==> config.mk <==
export PLATFORM = sky130hd
export DESIGN_NAME = uart_rx_flat
export DESIGN_NICKNAME = d
export VERILOG_FILES = /design/src/rtl/uart_rx_if.sv /design/src/rtl/uart_rx.sv /design/src/flat_wrapper.sv
export SDC_FILE = /design/constraint.sdc
export NUM_CORES = 1
export LEC_CHECK = 0
export ABC_AREA = 1
export BUFFER_PORTS_ARGS = -buffer_cell sky130_fd_sc_hd__buf_2
export CAP_MARGIN = 20
export CORE_MARGIN = 4
export CORE_UTILIZATION = 55
export CTS_BUF_LIST = sky130_fd_sc_hd__clkbuf_4 sky130_fd_sc_hd__clkbuf_8 sky130_fd_sc_hd__clkbuf_16
export CTS_CLUSTER_SIZE = 12
export DETAILED_ROUTE_END_ITERATION = 16
export PLACE_DENSITY = 0.83
export SYNTH_ARGS = -nofsm -noshare
export SYNTH_HDL_FRONTEND = slang
export SYNTH_SLANG_ARGS = --single-unit
export TNS_END_PERCENT = 10
==> constraint.sdc <==
create_clock -name clk -period 2.05 [get_ports clk]
set_input_delay 0.205 -clock clk [delete_from_list [all_inputs] [get_ports clk]]
set_output_delay 0.205 -clock clk [all_outputs]
set_load 0.01 [all_outputs]
==> src/rtl/uart_rx_if.sv <==
// Host-side result bus of the UART receiver: received byte, strobe, error flags, busy.
interface uart_rx_if;
  logic [7:0] data_out;
  logic       data_valid;
  logic       parity_err;
  logic       frame_err;
  logic       busy;

  modport master (output data_out, data_valid, parity_err, frame_err, busy);
  modport slave  (input  data_out, data_valid, parity_err, frame_err, busy);
endinterface

==> src/rtl/uart_rx.sv <==
// UART receiver: 16x oversampling, 7/8 data bits LSB first, optional even parity, 1 stop bit.
// Optional build macro UART_RX_MAJORITY_EN: majority vote of ticks 6/7/8, decision at tick 8.
module uart_rx #(
  parameter int unsigned DIV_LOW  = 326,
  parameter int unsigned DIV_HIGH = 27
) (
  input  logic        clk,
  input  logic        rst,
  input  logic        rx_in,
  input  logic        baud_rate,
  input  logic        parity_switch,
  input  logic        data_length,
  uart_rx_if.master   rx_bus
);

  localparam int unsigned CNT_W = 16;
  localparam int unsigned IDX_W = 4;
`ifdef UART_RX_MAJORITY_EN
  localparam logic [IDX_W-1:0] SAMP_IDX = IDX_W'(8);
`else
  localparam logic [IDX_W-1:0] SAMP_IDX = IDX_W'(7);
`endif

  typedef enum logic [2:0] {IDLE, START, DATA, PARITY, STOP} state_t;

  state_t           state, state_d;
  logic             rx_meta, rx_s;
  logic [CNT_W-1:0] cnt;
  logic [IDX_W-1:0] tidx;
  logic [2:0]       bit_cnt;
  logic [7:0]       shreg;
  logic             par_acc, par_mis;
  logic             cfg_baud, cfg_par, cfg_len;
  logic             tick_c, decide_c, bit_val_c;
  logic             load_cfg_c, shift_c, par_sample_c, finish_c;
  logic [CNT_W-1:0] reload_idle_c, reload_run_c;

  // Two-flop synchronizer for the asynchronous serial line
  always_ff @(posedge clk or negedge rst) begin
    if (!rst) begin
      rx_meta <= 1'b1;
      rx_s    <= 1'b1;
    end else begin
      rx_meta <= rx_in;
      rx_s    <= rx_meta;
    end
  end

  assign reload_idle_c = baud_rate ? CNT_W'(DIV_HIGH - 1) : CNT_W'(DIV_LOW - 1);
  assign reload_run_c  = cfg_baud  ? CNT_W'(DIV_HIGH - 1) : CNT_W'(DIV_LOW - 1);
  assign tick_c        = (state != IDLE) && (cnt == '0);
  assign decide_c      = tick_c && (tidx == SAMP_IDX);

  // Tick divider held in reload while idle so the phase follows the start edge
  always_ff @(posedge clk or negedge rst) begin
    if (!rst) begin
      cnt  <= '0;
      tidx <= '0;
    end else if (state == IDLE) begin
      cnt  <= reload_idle_c;
      tidx <= '0;
    end else begin
      cnt  <= (cnt == '0) ? reload_run_c : cnt - CNT_W'(1);
      // Index wraps naturally, keeping every later sample at the middle of its bit
      if (tick_c) tidx <= tidx + IDX_W'(1);
    end
  end

`ifdef UART_RX_MAJORITY_EN
  logic s6, s7;
  always_ff @(posedge clk or negedge rst) begin
    if (!rst) begin
      s6 <= 1'b1;
      s7 <= 1'b1;
    end else begin
      if (tick_c && tidx == IDX_W'(6)) s6 <= rx_s;
      if (tick_c && tidx == IDX_W'(7)) s7 <= rx_s;
    end
  end
  assign bit_val_c = (s6 & s7) | (s6 & rx_s) | (s7 & rx_s);
`else
  assign bit_val_c = rx_s;
`endif

  always_ff @(posedge clk or negedge rst) begin
    if (!rst) state <= IDLE;
    else      state <= state_d;
  end

  // Next-state and datapath control
  always_comb begin
    state_d      = state;
    load_cfg_c   = 1'b0;
    shift_c      = 1'b0;
    par_sample_c = 1'b0;
    finish_c     = 1'b0;
    case (state)
      IDLE: begin
        if (!rx_s) begin
          state_d    = START;
          load_cfg_c = 1'b1;
        end
      end
      START: begin
        if (decide_c) state_d = bit_val_c ? IDLE : DATA;
      end
      DATA: begin
        if (decide_c) begin
          shift_c = 1'b1;
          if (bit_cnt == (cfg_len ? 3'd7 : 3'd6)) state_d = cfg_par ? PARITY : STOP;
        end
      end
      PARITY: begin
        if (decide_c) begin
          par_sample_c = 1'b1;
          state_d      = STOP;
        end
      end
      STOP: begin
        if (decide_c) begin
          finish_c = 1'b1;
          state_d  = IDLE;
        end
      end
      default: state_d = IDLE;
    endcase
  end

  // Frame assembly and registered host outputs
  always_ff @(posedge clk or negedge rst) begin
    if (!rst) begin
      cfg_baud              <= 1'b0;
      cfg_par               <= 1'b0;
      cfg_len               <= 1'b0;
      bit_cnt               <= '0;
      shreg                 <= '0;
      par_acc               <= 1'b0;
      par_mis               <= 1'b0;
      rx_bus.data_out       <= '0;
      rx_bus.data_valid     <= 1'b0;
      rx_bus.parity_err     <= 1'b0;
      rx_bus.frame_err      <= 1'b0;
      rx_bus.busy           <= 1'b0;
    end else begin
      rx_bus.data_valid <= finish_c;
      rx_bus.busy       <= (state_d != IDLE);
      if (load_cfg_c) begin
        cfg_baud <= baud_rate;
        cfg_par  <= parity_switch;
        cfg_len  <= data_length;
        bit_cnt  <= '0;
        shreg    <= '0;
        par_acc  <= 1'b0;
        par_mis  <= 1'b0;
      end
      if (shift_c) begin
        shreg   <= {bit_val_c, shreg[7:1]};
        bit_cnt <= bit_cnt + 3'd1;
        par_acc <= par_acc ^ bit_val_c;
      end
      if (par_sample_c) par_mis <= par_acc ^ bit_val_c;
      if (finish_c) begin
        rx_bus.data_out   <= cfg_len ? shreg : {1'b0, shreg[7:1]};
        rx_bus.parity_err <= cfg_par & par_mis;
        rx_bus.frame_err  <= ~bit_val_c;
      end
    end
  end

endmodule

==> src/flat_wrapper.sv <==
// flat-port wrapper written by rule: the top's interface ports become plain ports
module uart_rx_flat 
#(
  parameter int unsigned DIV_LOW  = 326,
  parameter int unsigned DIV_HIGH = 27
)
  (clk, rst, rx_in, baud_rate, parity_switch, data_length, rx_bus_data_out, rx_bus_data_valid, rx_bus_parity_err, rx_bus_frame_err, rx_bus_busy);
  uart_rx_if rx_bus_i ();
  input  logic clk;
  input  logic rst;
  input  logic rx_in;
  input  logic baud_rate;
  input  logic parity_switch;
  input  logic data_length;
  output wire logic [$bits(rx_bus_i.data_out)-1:0] rx_bus_data_out;
  output wire logic [$bits(rx_bus_i.data_valid)-1:0] rx_bus_data_valid;
  output wire logic [$bits(rx_bus_i.parity_err)-1:0] rx_bus_parity_err;
  output wire logic [$bits(rx_bus_i.frame_err)-1:0] rx_bus_frame_err;
  output wire logic [$bits(rx_bus_i.busy)-1:0] rx_bus_busy;
  assign rx_bus_data_out = rx_bus_i.data_out;
  assign rx_bus_data_valid = rx_bus_i.data_valid;
  assign rx_bus_parity_err = rx_bus_i.parity_err;
  assign rx_bus_frame_err = rx_bus_i.frame_err;
  assign rx_bus_busy = rx_bus_i.busy;
  uart_rx #(.DIV_LOW(DIV_LOW), .DIV_HIGH(DIV_HIGH)) u_core (.clk(clk), .rst(rst), .rx_in(rx_in), .baud_rate(baud_rate), .parity_switch(parity_switch), .data_length(data_length), .rx_bus(rx_bus_i));
endmodule
# Word-level counts from Yosys, hierarchy flattened
# Cells that the tools add are included.
# W data, S select, Z words.
totals:
  regBits: 53
  output_inout_bits: 12
  inputBits: 6
op_classes:
  n_reduce_logical: 9
  bitwise_logic: 3
  n_eq_ne: 6
  muxes: 30
  n_addsub: 3
op_table:
  columns: ["cell", "count"]
  rows:
  - ["$mux W16", 2]
  - ["$mux W3", 9]
  - ["$mux W8", 3]
  - ["$mux W9", 2]
  - ["$logic_not A16 Y1", 1]
  - ["$sub A16 B1 Y16 const B", 1]
  - ["$pmux W3 S5", 1]
  - ["$mux W1", 10]
  - ["$mux W4", 2]
  - ["$eq A3 B2 Y1 const B", 2]
  - ["$reduce_bool A2 Y1", 3]
  - ["$reduce_bool A3 Y1", 2]
  - ["$add A4 B1 Y4 const B", 1]
  - ["$eq A4 B3 Y1 const B", 1]
  - ["$add A3 B1 Y3 const B", 1]
  - ["$eq A3 B1 Y1 const B", 1]
  - ["$eq A3 B3 Y1", 1]
  - ["$eq A3 B3 Y1 const B", 1]
  - ["$logic_not A3 Y1", 1]
  - ["$logic_and A1 B1 Y1", 2]
  - ["$mux W2", 1]
  - ["$and A1 B1 Y1", 1]
  - ["$not A1 Y1", 1]
  - ["$xor A1 B1 Y1", 1]

# Depth between registers and ports, before layout
logic_depth:
  ltp_word: 6
  depth_mapped: 11
  ltp_nobuf: 11

# Least setup slack after synthesis
# Ideal clock, no wire load.
synth_timing:
  path_type: "reg2reg"
  start: "reg u_core.cnt[0]"
  end: "reg u_core.bit_cnt[0]"
  n_path_buf: 0
  required_time_ns: 1.927
  setup_time_ns: 0.123
  path_stages_with_launch: 12
  slack_ns: 0.445
  t_arrival_ns: 1.482
  cell_sequence: "dfrtp_1 > inv_1 > ha_1 > nand2_2 > nor2_4 > nand2_4 > nor2_8 > nand3_4 > nand2_4 > inv_2 > nand2_1 > o21ai_1"
synth_via:
  elab_chain_len: 6
synth_lines:
  columns: ["element", "line_no", "rtl"]
  rows:
  - ["from (decl)", "uart_rx.sv:28", "logic [CNT_W-1:0] cnt;"]
  - ["from (signal assigned)", "uart_rx.sv:60", "cnt <= reload_idle_c;"]
  - ["from (signal assigned)", "uart_rx.sv:63", "cnt <= (cnt == '0) ? reload_run_c : cnt - CNT_W'(1);"]
  - ["$logic_not A16 Y1 (*)", "uart_rx.sv:51", "assign tick_c = (state != IDLE) && (cnt == '0);"]
  - ["$logic_and A1 B1 Y1 (*)", "uart_rx.sv:51", null]
  - ["$logic_and A1 B1 Y1 (*)", "uart_rx.sv:52", "assign decide_c = tick_c && (tidx == SAMP_IDX);"]
  - ["$mux W1 (*)", "uart_rx.sv:108", "if (decide_c) begin"]
  - ["$mux W1 (*)", "uart_rx.sv:97", "case (state)"]
  - ["$mux W3 or $reduce_bool A2 Y1 (tied branches)", null, null]
  - ["to (signal assigned)", "uart_rx.sv:158", "bit_cnt <= bit_cnt + 3'd1;"]
  - ["to (decl)", "uart_rx.sv:30", "logic [2:0] bit_cnt;"]
# Every way passes the cells marked *; elsewhere a longest branch is shown, timed or not.
# A chain may end at the register's enable or synchronous reset.

# Final worst setup path
layout_timing:
  start: "reg u_core.cnt[0]"
  end: "reg u_core.bit_cnt[1]"
# The elaborated chain is that of the path after synthesis.

==> results.md <==
- Mapped cell area: 0.002507 mm^2
- Wire length of the first global-routing pass: 8514 um
- Final antenna diode count: 0
- Critical Path RT: 2250 ps
- CTS tree: built
- Classification of the worst setup path: reg -> reg
- Area delta synth->final: 11.88%
- Pleak: 1.364 nW
- Post-synthesis share of cell area spent on full adders, half adders and majority gates: 1.497%
- Total core area: about 0.0044 mm^2
- Clock buffers created by TritonCTS: 5
- Main combinational cell family by area after synthesis: simple AND/OR/NAND/NOR gates
- Period utilization: 91.64%
- Fraction of power consumed by sequential logic: 48.6%
- WHS: -9.821 ps
- Final setup viols: 0
- Most used standard cell by instance count after synthesis: sky130_fd_sc_hd__nand2_1
- Tightest Pin Transition: 649.7 ps
- Library cell with the largest summed area after synthesis: sky130_fd_sc_hd__dfrtp_1
- Y dimension of the die: between 70 and 80 um
- Run status: complete, but fails checks
- Max-Slew Margin vs Limit: 56.68%
- Slack of the worst reg-to-reg path: between 150 and 200 ps
- Combinational cell fraction of total power: 25.6%
- Root Buffer: sky130_fd_sc_hd__clkbuf_8
- Wire length after detailed routing: between 4000 and 5000 um
- Post-synthesis register bit count: 53
- Total clock sinks: 53
- Crit path cell chain: inv_1, ha_4, nand2_2, nor2_4, nand2_4, nor2_8, nand3_4, nand2_4, inv_2, nand2_1, o21ai_1
- Internal Power: 1.932 mW
- Half-perimeter wire length of the detailed placement result: 3539 um
- Die width: 75.52 um
- Clock skew after layout: ~13 ps
- Post-layout worst setup margin: 171.3 ps
- Fin Setup TNS: 0 ps
- Count of maximum capacitance violations: 0
- Final hold vios: 9
- Number of different library cells in the post-synthesis netlist: 37
- CP max-delay cell: sky130_fd_sc_hd__dfrtp_1
- Share of synthesized registers carrying an async set or reset: 100.0%
- FP Rows: 24
- Proportion of power drawn by the clock network: 25.8%
- Upper clock frequency limit: 532.3 MHz
- CP peak stage delay: 400 ps
- Area share of xor/xnor cells in the synthesized design: 3.144%
- Top cell types by occurrence after synthesis: sky130_fd_sc_hd__nand2_1, sky130_fd_sc_hd__dfrtp_1, sky130_fd_sc_hd__inv_1
- Vias per cell: 5.346
- Fillers: 384
- P_sw: 931.3 uW
- Total vias in the final route: just under 2000
- Worst hold-check path type: in -> async
- Area of the die: 0.005703 mm^2
- Pre-Repair DR Iteration Count: 4
- Main synth FF type: sky130_fd_sc_hd__dfrtp_1
- Count of flip-flops with a built-in enable after synthesis: 0
- Peak ir drop on the vdd network: 0.5467 mV
- Synthesized instance count: 284
- Clock insertion delay at the later pin of the skew report: 310 ps
- Overall fraction of global-route tracks in use: about a fifth
- Launching element type of the critical path: flop
- Share of cell area taken by muxes after synthesis: 0.3992%
- Number of synthesis warnings: 0
- Share of synthesized area occupied by flip-flops and latches: between 50% and 60%
- Switching power share of the total: 32.52%
- Starting Density: 57.19%
- Type of element capturing the critical path: flop
- Clock-pin slew of the registers on the worst-case setup and hold paths: 100 ps
- Fraction of the mapped netlist area in compound gates: 12.43%
- Number of top-level design ports: 18
- Post-CTS setup buffer count: 0
- Post-synth top area share: 50.90%
- Violated checks: negative hold slack
- Cells on worst reg2reg path: 11
- Post-synthesis average cell area: 8.829 um^2
- Max Buffers Root-to-Sink: 2
- NumNets Final: 317
- Capturing point of the worst reg2reg path: u_core.bit_cnt[1]$_DFFE_PN0P_
- Period minus WS final: about 1900 ps
- Placement Setup Slack: 81.96 ps
- Number of global-route vias before repair: 1883
- Post-Syn Nets: 293
- Fraction of final layout cells sized beyond drive strength 1: 16.50%
- Largest net degree at the start of global routing: 54
- # DRC: 0
- Synth Area in Simple Gates: 23.15%
- Total congestion overflow after global routing: 0
- Number of port buffers: 17
- Routability congestion estimate: 0.8222
- PwrDens: 1021 mW/mm^2
- Final-report max-slew violation count: 0
- Cell mode on critical path: sky130_fd_sc_hd__nand2_4
- Data arrival time of the critical path: slightly above 2000 ps
- H-Tree Level Count: 2
- Initial antenna violation count: 0
- DRC violation total after the first TritonRoute iteration: 95
- DRT antenna net count: 0
- WL/cell: 13.42 um
- Max Fanout on Critical Path: 14
- Launching point of the worst reg2reg path: u_core.cnt[0]$_DFF_PN0_
- Largest cells by area after synthesis: sky130_fd_sc_hd__dfrtp_1, sky130_fd_sc_hd__nand2_1, sky130_fd_sc_hd__inv_1
logic make-up after synthesis:
group	after synthesis
adders and majority gates	3
muxes	1
buffers and inverters	40
AOI/OAI and AO/OA	56
and+or+nand+nor	122
xor gates and xnor gates	9
DFF	53
worst max path at each step:
stage,depth (start not counted),start,to,slack [ps]
5_1_grt,11,u_core.cnt[0]$_DFF_PN0_,u_core.bit_cnt[1]$_DFFE_PN0P_,-3
4_1_cts,8,u_core.cnt[0]$_DFF_PN0_,u_core.rx_bus.data_out[7]$_DFFE_PN0P_,70
3_5_place_dp,8,u_core.cnt[0]$_DFF_PN0_,u_core.rx_bus.data_out[7]$_DFFE_PN0P_,80
2_1_floorplan,11,u_core.cnt[0]$_DFF_PN0_,u_core.bit_cnt[0]$_DFFE_PN0P_,440
6_report,11,u_core.cnt[0]$_DFF_PN0_,u_core.bit_cnt[1]$_DFFE_PN0P_,170
3_3_place_gp,8,u_core.cnt[0]$_DFF_PN0_,u_core.rx_bus.data_out[7]$_DFFE_PN0P_,180
area by class of cell:
type	instances	area (um^2)	area share [%]
tap	52	65.06	2.319
inverter	36	135.1	4.817
clock inverter	2	37.54	1.338
timing repair buffer	21	117.6	4.193
multi-input combinational	191	1039	37.02
clock buffer	6	82.58	2.944
sequential	53	1329	47.37
layout by cell type, fill, tap and decap left out, types with 2 or more instances in the layout:
cell                       count
sky130_fd_sc_hd__nand2_1      56
sky130_fd_sc_hd__dfrtp_1      51
sky130_fd_sc_hd__inv_1        31
sky130_fd_sc_hd__nor2_1       29
sky130_fd_sc_hd__o21ai_0      20
sky130_fd_sc_hd__buf_2        17
sky130_fd_sc_hd__o21ai_1      15
sky130_fd_sc_hd__nor3_1        9
sky130_fd_sc_hd__xnor2_1       9
sky130_fd_sc_hd__nand3_1       7
sky130_fd_sc_hd__o22ai_1       7
sky130_fd_sc_hd__a21oi_1       6
sky130_fd_sc_hd__clkbuf_8      6
sky130_fd_sc_hd__inv_2         5
sky130_fd_sc_hd__nor2_2        4
sky130_fd_sc_hd__nand4_1       3
sky130_fd_sc_hd__or2_2         3
sky130_fd_sc_hd__buf_4         3
sky130_fd_sc_hd__nor2_4        2
sky130_fd_sc_hd__nand2_4       2
sky130_fd_sc_hd__a31oi_1       2
sky130_fd_sc_hd__nand3_4       2
sky130_fd_sc_hd__ha_1          2
sky130_fd_sc_hd__dfstp_2       2
routing by layer:
metal / wire length, um / GRT usage (%) / vias up / share of wire [%]
met5: 0 / 0 / - / 0
met4: 93 / 8.350 / 0 / 1.9
met3: 175 / 4.485 / 8 / 3.6
met2: 2318 / 32.12 / 33 / 48
met1: 2259 / 25.95 / 911 / 47
li1: - / - / 978 / -
flip-flops by register name, indices dropped and copies added, names as in the netlist:
name                      flops
u_core.rx_bus.data_valid      1
u_core.cfg_baud               1
u_core.rx_bus.data_out        8
u_core.cnt                   16
u_core.bit_cnt                3
u_core.tidx                   4
u_core.rx_bus.frame_err       1
u_core.shreg                  8
u_core.cfg_par                1
u_core.cfg_len                1
u_core.rx_meta                1
u_core.rx_bus.parity_err      1
u_core.rx_bus.busy            1
u_core.bit_val_c              1
u_core.par_mis                1
u_core.state                  3
u_core.par_acc                1
repair_timing:
item | CTS | global route
hold endpoints to repair | 1 | 0
gates resized for setup | 0 | 3
hold buffers | 1 | 0
setup endpoints to repair | 0 | 15
stage by stage:
step	area (um^2)	total power [mW]	util, %	hold slack [ps]	std cells
finish	2805	2.864	63.98	-9.821	361
global route	2805	3.059	63.98	42.81	361
CTS	2785	2.851	63.53	22.81	361
detailed placement	2655	2.114	60.56	313.6	352
global placement	2655	2.092	60.56	311.0	352
floorplan	2507	1.933	-	-90.59	284
critical path: cells and delay by family (launching register included):
family / cells / cell delay, ps
flip-flops: 1 / 400
AO/OA/AOI/OAI: 1 / 60
buffers and inverters: 2 / 190
adder cells (fa/ha/maj): 1 / 180
AND/OR/NAND/NOR: 7 / 940
power by group through the flow:
| stage | Combinational, mW | Clock (mW) | Sequential (mW) |
|---|---|---|---|
| floorplan | 0.559 | 0 | 1.37 |
| global placement | 0.690 | 0 | 1.40 |
| detailed placement | 0.702 | 0 | 1.41 |
| CTS | 0.707 | 0.753 | 1.39 |
| global route | 0.841 | 0.803 | 1.42 |
| finish | 0.734 | 0.739 | 1.39 |
Power figures use the tool's default switching activity.
